File: src/rtl/mvm_weight_loader.sv
// Streams a ROWS x COLS int8 weight matrix, row-major, into matrix write strobes.
// Optional trailing 16-bit byte-sum checksum when MVM_LOADER_CHECKSUM_EN is defined.
module mvm_weight_loader #(
    parameter int ROWS = 64,
    parameter int COLS = 64
) (
    input  logic                    clk,
    input  logic                    rst,
    input  logic                    load_start,
    input  logic                    s_valid,
    input  logic [7:0]              s_data,
    input  logic                    s_last,
    output logic                    s_ready,
    output logic                    w_en,
    output logic [$clog2(ROWS)-1:0] w_row,
    output logic [$clog2(COLS)-1:0] w_col,
    output logic [7:0]              w_data,
    output logic                    load_busy,
    output logic                    load_done,
    output logic                    load_err
);

    localparam int RW = $clog2(ROWS);
    localparam int CW = $clog2(COLS);

    localparam logic [1:0] IDLE = 2'd0;
    localparam logic [1:0] LOAD = 2'd1;
    localparam logic [1:0] CSUM = 2'd2;
    localparam logic [1:0] DONE = 2'd3;

    logic [1:0]    state_q, state_d;
    logic [RW-1:0] row_q, row_d;
    logic [CW-1:0] col_q, col_d;
    logic          err_q, err_d;
    logic          wen_q, wen_d;
    logic [RW-1:0] wrow_q, wrow_d;
    logic [CW-1:0] wcol_q, wcol_d;
    logic [7:0]    wdata_q, wdata_d;
    logic          accept;
    logic          last_elem;
    logic          early;

`ifdef MVM_LOADER_CHECKSUM_EN
    logic [15:0] sum_q, sum_d;
    logic [7:0]  lo_q, lo_d;
    logic        hi_q, hi_d;
`endif

    assign s_ready   = (state_q == LOAD) || (state_q == CSUM);
    assign accept    = s_valid && s_ready;
    assign last_elem = (row_q == RW'(ROWS - 1)) && (col_q == CW'(COLS - 1));
    assign load_busy = (state_q != IDLE);
    assign load_done = (state_q == DONE);
    assign load_err  = err_q;
    assign w_en      = wen_q;
    assign w_row     = wrow_q;
    assign w_col     = wcol_q;
    assign w_data    = wdata_q;

    always_comb begin
        state_d = state_q;
        row_d   = row_q;
        col_d   = col_q;
        err_d   = err_q;
        wen_d   = 1'b0;
        wrow_d  = wrow_q;
        wcol_d  = wcol_q;
        wdata_d = wdata_q;
        early   = 1'b0;
`ifdef MVM_LOADER_CHECKSUM_EN
        sum_d   = sum_q;
        lo_d    = lo_q;
        hi_d    = hi_q;
`endif
        case (state_q)
            IDLE: begin
                if (load_start) begin
                    state_d = LOAD;
                    row_d   = '0;
                    col_d   = '0;
                    err_d   = 1'b0;
`ifdef MVM_LOADER_CHECKSUM_EN
                    sum_d   = '0;
                    hi_d    = 1'b0;
`endif
                end
            end
            LOAD: begin
                if (accept) begin
                    // With a checksum trailer, s_last on any weight byte is premature.
`ifdef MVM_LOADER_CHECKSUM_EN
                    early = s_last;
`else
                    early = s_last && !last_elem;
`endif
                    if (early) begin
                        err_d   = 1'b1;
                        state_d = DONE;
                    end else begin
                        wen_d   = 1'b1;
                        wrow_d  = row_q;
                        wcol_d  = col_q;
                        wdata_d = s_data;
`ifdef MVM_LOADER_CHECKSUM_EN
                        sum_d   = sum_q + {8'h00, s_data};
`endif
                        if (last_elem) begin
`ifdef MVM_LOADER_CHECKSUM_EN
                            state_d = CSUM;
`else
                            if (!s_last) err_d = 1'b1;
                            state_d = DONE;
`endif
                        end else if (col_q == CW'(COLS - 1)) begin
                            col_d = '0;
                            row_d = row_q + 1'b1;
                        end else begin
                            col_d = col_q + 1'b1;
                        end
                    end
                end
            end
`ifdef MVM_LOADER_CHECKSUM_EN
            CSUM: begin
                if (accept) begin
                    if (!hi_q) begin
                        lo_d = s_data;
                        hi_d = 1'b1;
                        if (s_last) begin
                            err_d   = 1'b1;
                            state_d = DONE;
                        end
                    end else begin
                        if ({s_data, lo_q} != sum_q || !s_last) err_d = 1'b1;
                        state_d = DONE;
                    end
                end
            end
`endif
            DONE:    state_d = IDLE;
            default: state_d = IDLE;
        endcase
    end

    always_ff @(posedge clk) begin
        if (rst) begin
            state_q <= IDLE;
            row_q   <= '0;
            col_q   <= '0;
            err_q   <= 1'b0;
            wen_q   <= 1'b0;
            wrow_q  <= '0;
            wcol_q  <= '0;
            wdata_q <= '0;
`ifdef MVM_LOADER_CHECKSUM_EN
            sum_q   <= '0;
            lo_q    <= '0;
            hi_q    <= 1'b0;
`endif
        end else begin
            state_q <= state_d;
            row_q   <= row_d;
            col_q   <= col_d;
            err_q   <= err_d;
            wen_q   <= wen_d;
            wrow_q  <= wrow_d;
            wcol_q  <= wcol_d;
            wdata_q <= wdata_d;
`ifdef MVM_LOADER_CHECKSUM_EN
            sum_q   <= sum_d;
            lo_q    <= lo_d;
            hi_q    <= hi_d;
`endif
        end
    end

endmodule

File: config.mk
export PLATFORM = sky130hd
export DESIGN_NAME = mvm_weight_loader
export DESIGN_NICKNAME = d
export VERILOG_FILES = /design/src/rtl/mvm_weight_loader.sv
export SDC_FILE = /design/constraint.sdc
export NUM_CORES = 1
export LEC_CHECK = 0
export ABC_AREA = 1
export BUFFER_PORTS_ARGS = -buffer_cell sky130_fd_sc_hd__buf_4
export CORE_AREA = 2 2 62 64
export CTS_CLUSTER_DIAMETER = 200
export DETAILED_ROUTE_END_ITERATION = 8
export DIE_AREA = 0 0 64 66
export GPL_ROUTABILITY_DRIVEN = 0
export PLACE_DENSITY = 0.74
export SKIP_CTS_REPAIR_TIMING = 1
export SYNTH_ARGS = -nofsm -noshare
export SYNTH_HDL_FRONTEND = slang
export SYNTH_SLANG_ARGS = --single-unit
File: constraint.sdc
create_clock -name clk -period 1.9 [get_ports clk]
set_clock_uncertainty 0.05 [all_clocks]
set_input_delay 0.38 -clock clk [delete_from_list [all_inputs] [get_ports clk]]
set_output_delay 0.38 -clock clk [all_outputs]
set_load 0.02 [all_outputs]
==> results by group <==
Timing
  – Slew @ Worst Pin: 434 ps
  – Fmax: 0.567 GHz
  – Final number of hold-violating endpoints: 0
  – Fin crit period: roughly 1800 ps
  – Setup violators final: 0
  – Setup WS post-layout: roughly 140 ps
  – Worst rel slew slack: 0.710
  – Max-slew violations: 0
  – Fin crit share: 0.928

Route
  – Initial DRC count: 81
  – Vias per cell: 5.33
  – Drt drc: 0
  – WL per Instance: 12.9 um
  – WL final: ~4200 um
  – First drt pass iteration count: 4
  – Post-DRT Antenna Nets: 0
  – Vias: about 1.7k

Yosys
  – Syn. warnings: 0
  – Syn_area_per_cell: 7.34 um2
  – Yosys cell types: 23
  – Synthesized Nets: 255
  – Synth Cell Area: ~1700 um2
  – Sequential fraction of the synthesis area: 0.414
  – Register bit count reported by yosys: 36
  – Mapped Cells: 237

Critical path
  – R2R Setup Slk: 140 ps
  – Cells on worst reg2reg path: 9
  – Crit start category: register
  – Critical Path Start: state_q[1]
  – Data required time of the worst path: 2120 ps
  – Critical path endpoint: row_q[4]
  – WS Path Type: reg -> reg
  – CP Capture Type: register
  – Reg2reg end: row_q[4]
  – Worst Path Arrival: 1990 ps
  – CP Max Fanout: 18
  – Reg-to-reg startpoint: state_q[1]

CTS
  – CTS buffer count: 5
  – Latest clock arrival within the worst-skew pair: 350 ps
  – Root buf cell: clkbuf_4
  – Max Root-Sink Buffers: 2
  – Clk slew on worst S/H paths: 110 ps
  – Htree depth: 2
  – CTS tree: built
  – Clock Sinks: 36

Placed design
  – I/O Buffers: 37
  – Placed cell count: 315
  – Detail Placement HPWL: 2770 um
  – Post-Place Worst Slack: 94.5 ps

Floorplan
  – I/O pin count: 38
  – Chip Width: 64 um
  – Die Height: 66 um
  – Die area: between 4000 and 5000 um2
  – Cell row count: 22
  – Starting Density: 0.490
  – Core area: 3550 um2

Global routing
  – Met2 Track Usage GR: 0.357
  – GRT Residual Overflow: 0
  – First-pass GRT wire length: 6950 um
  – Initial antenna violation count: 0
  – M3 GR Usage: 0.0528
  – Largest net degree at the start of global routing: 26
  – Top Usage Layer GRT: met2
  – Overall Global Routing Usage: 0.210
  – Met1 usage: 0.257
  – Vias in the first global route: between 1.5k and 2k

Outcome
  – Status: complete, no violations

Pwr
  – Pwr dens: roughly 1200 nW/um2
  – Leakage: 0.000900 uW
  – VDD IR-drop max: ~0.7 mV

Flow run
  – Max-cap violations: 0

Final layout
  – Synthesis-to-finish area growth: 24.1%
  – Nets@finish: between 200 and 300
  – Layout cell share with drive strength beyond 1: 0.251
  – Layout Cells excl Fill: 323
  – # diodes: 0

Hold path
  – Min-Delay Path Depth: 3
  – Worst Hold Class: in -> reg
## metal layers
layer  up-vias  share of wire
li1        864              -
met3         7          0.050
met1       801           0.44
met4         0          0.014
met5         -              0
met2        51           0.49
## kinds of logic after synthesis
| group | share of synthesized area |
|---|---|
| compound gates | 0.113 |
| fa+ha+maj | 0.0359 |
| buf+inv | 0.0899 |
| flops | 0.414 |
| simple gates | 0.347 |
## worst min path at each step
stage	start	end
2_1_floorplan	state_q[0]	state_q[0]
3_3_place_gp	load_err	load_err
3_5_place_dp	load_err	load_err
4_1_cts	s_data[3]	w_data[3]
5_1_grt	s_data[6]	w_data[6]
6_report	s_data[7]	w_data[7]
## critical path: stages (launching register included)
cell	delay (ps)
dfxtp_1	330
inv_1	90
ha_1	220
buf_4	210
clkinvlp_4	170
nand3_2	160
nand2_8	120
nand2_2	140
nand2_1	60
a21oi_1	130
## area by class of cell
cell class	count	area [um2]
clock buffers	6	41.3
clock inverters	2	35.0
fillers	320	1390
inverters	21	82.6
multi-input cells	166	875
flip-flops and latches	36	723
well taps	48	60.1
repair buffers	44	343
## sequential cells by signal, summed over array words and instances (netlist names)
signal    count
col_q         6
load_err      1
row_q         6
state_q       2
w_col         6
w_data        8
w_en          1
w_row         6
## cell usage after synthesis
master / instances / share of area
nand2_1: 53 / 0.11
dfxtp_1: 36 / 0.41
a21oi_1: 31 / 0.089
nand4_1: 23 / 0.083
inv_1: 20 / 0.043
nand3_1: 18 / 0.052
nor2_1: 15 / 0.032
buf_2: 5 / 0.014
clkbuf_1: 5 / 0.011
ha_1: 5 / 0.036
o21ai_0: 5 / 0.014
nand2_2: 4 / 0.014
buf_4: 3 / 0.013
nand3_2: 3 / 0.017
nand2_4: 2 / 0.013
or2_2: 2 / 0.0072
buf_6: 1 / 0.0065
clkinv_1: 1 / 0.0022
nand3b_1: 1 / 0.0043
nor2_2: 1 / 0.0036
nor2_4: 1 / 0.0065
o21a_1: 1 / 0.0043
o21ai_2: 1 / 0.0050
## placed cells by master (no fill, tap or decap), drive strengths merged
cell and instances:
nand2 59, buf 44, dfxtp 36, a21oi 31
nand4 23, nand3 21, inv 19, nor2 17
o21ai 6, clkbuf 6, ha 5, or2 2
clkinv 2, clkinvlp 1, o21a 1, nand3b 1
bufinv 1
## power by group
group          internal [uW]  total, uW  switching, uW
clock                    276        533            257
sequential               847        938           91.0
combinational            371       1050            683
total                   1490       2520           1030
## per-stage QoR
step | setup TNS, ps | util | hold WS (ps) | cell area, um2 | power (uW)
2_1_floorplan | 0 | - | 423 | 1740 | 1660
3_3_place_gp | 0 | 0.582 | 391 | 2070 | 1950
3_5_place_dp | 0 | 0.582 | 399 | 2070 | 1960
4_1_cts | 0 | 0.603 | 254 | 2140 | 2500
5_1_grt | -4.52 | 0.608 | 253 | 2160 | 2700
6_report | 0 | 0.608 | 263 | 2160 | 2520
Note: power is estimated with default switching activity, not from simulation.
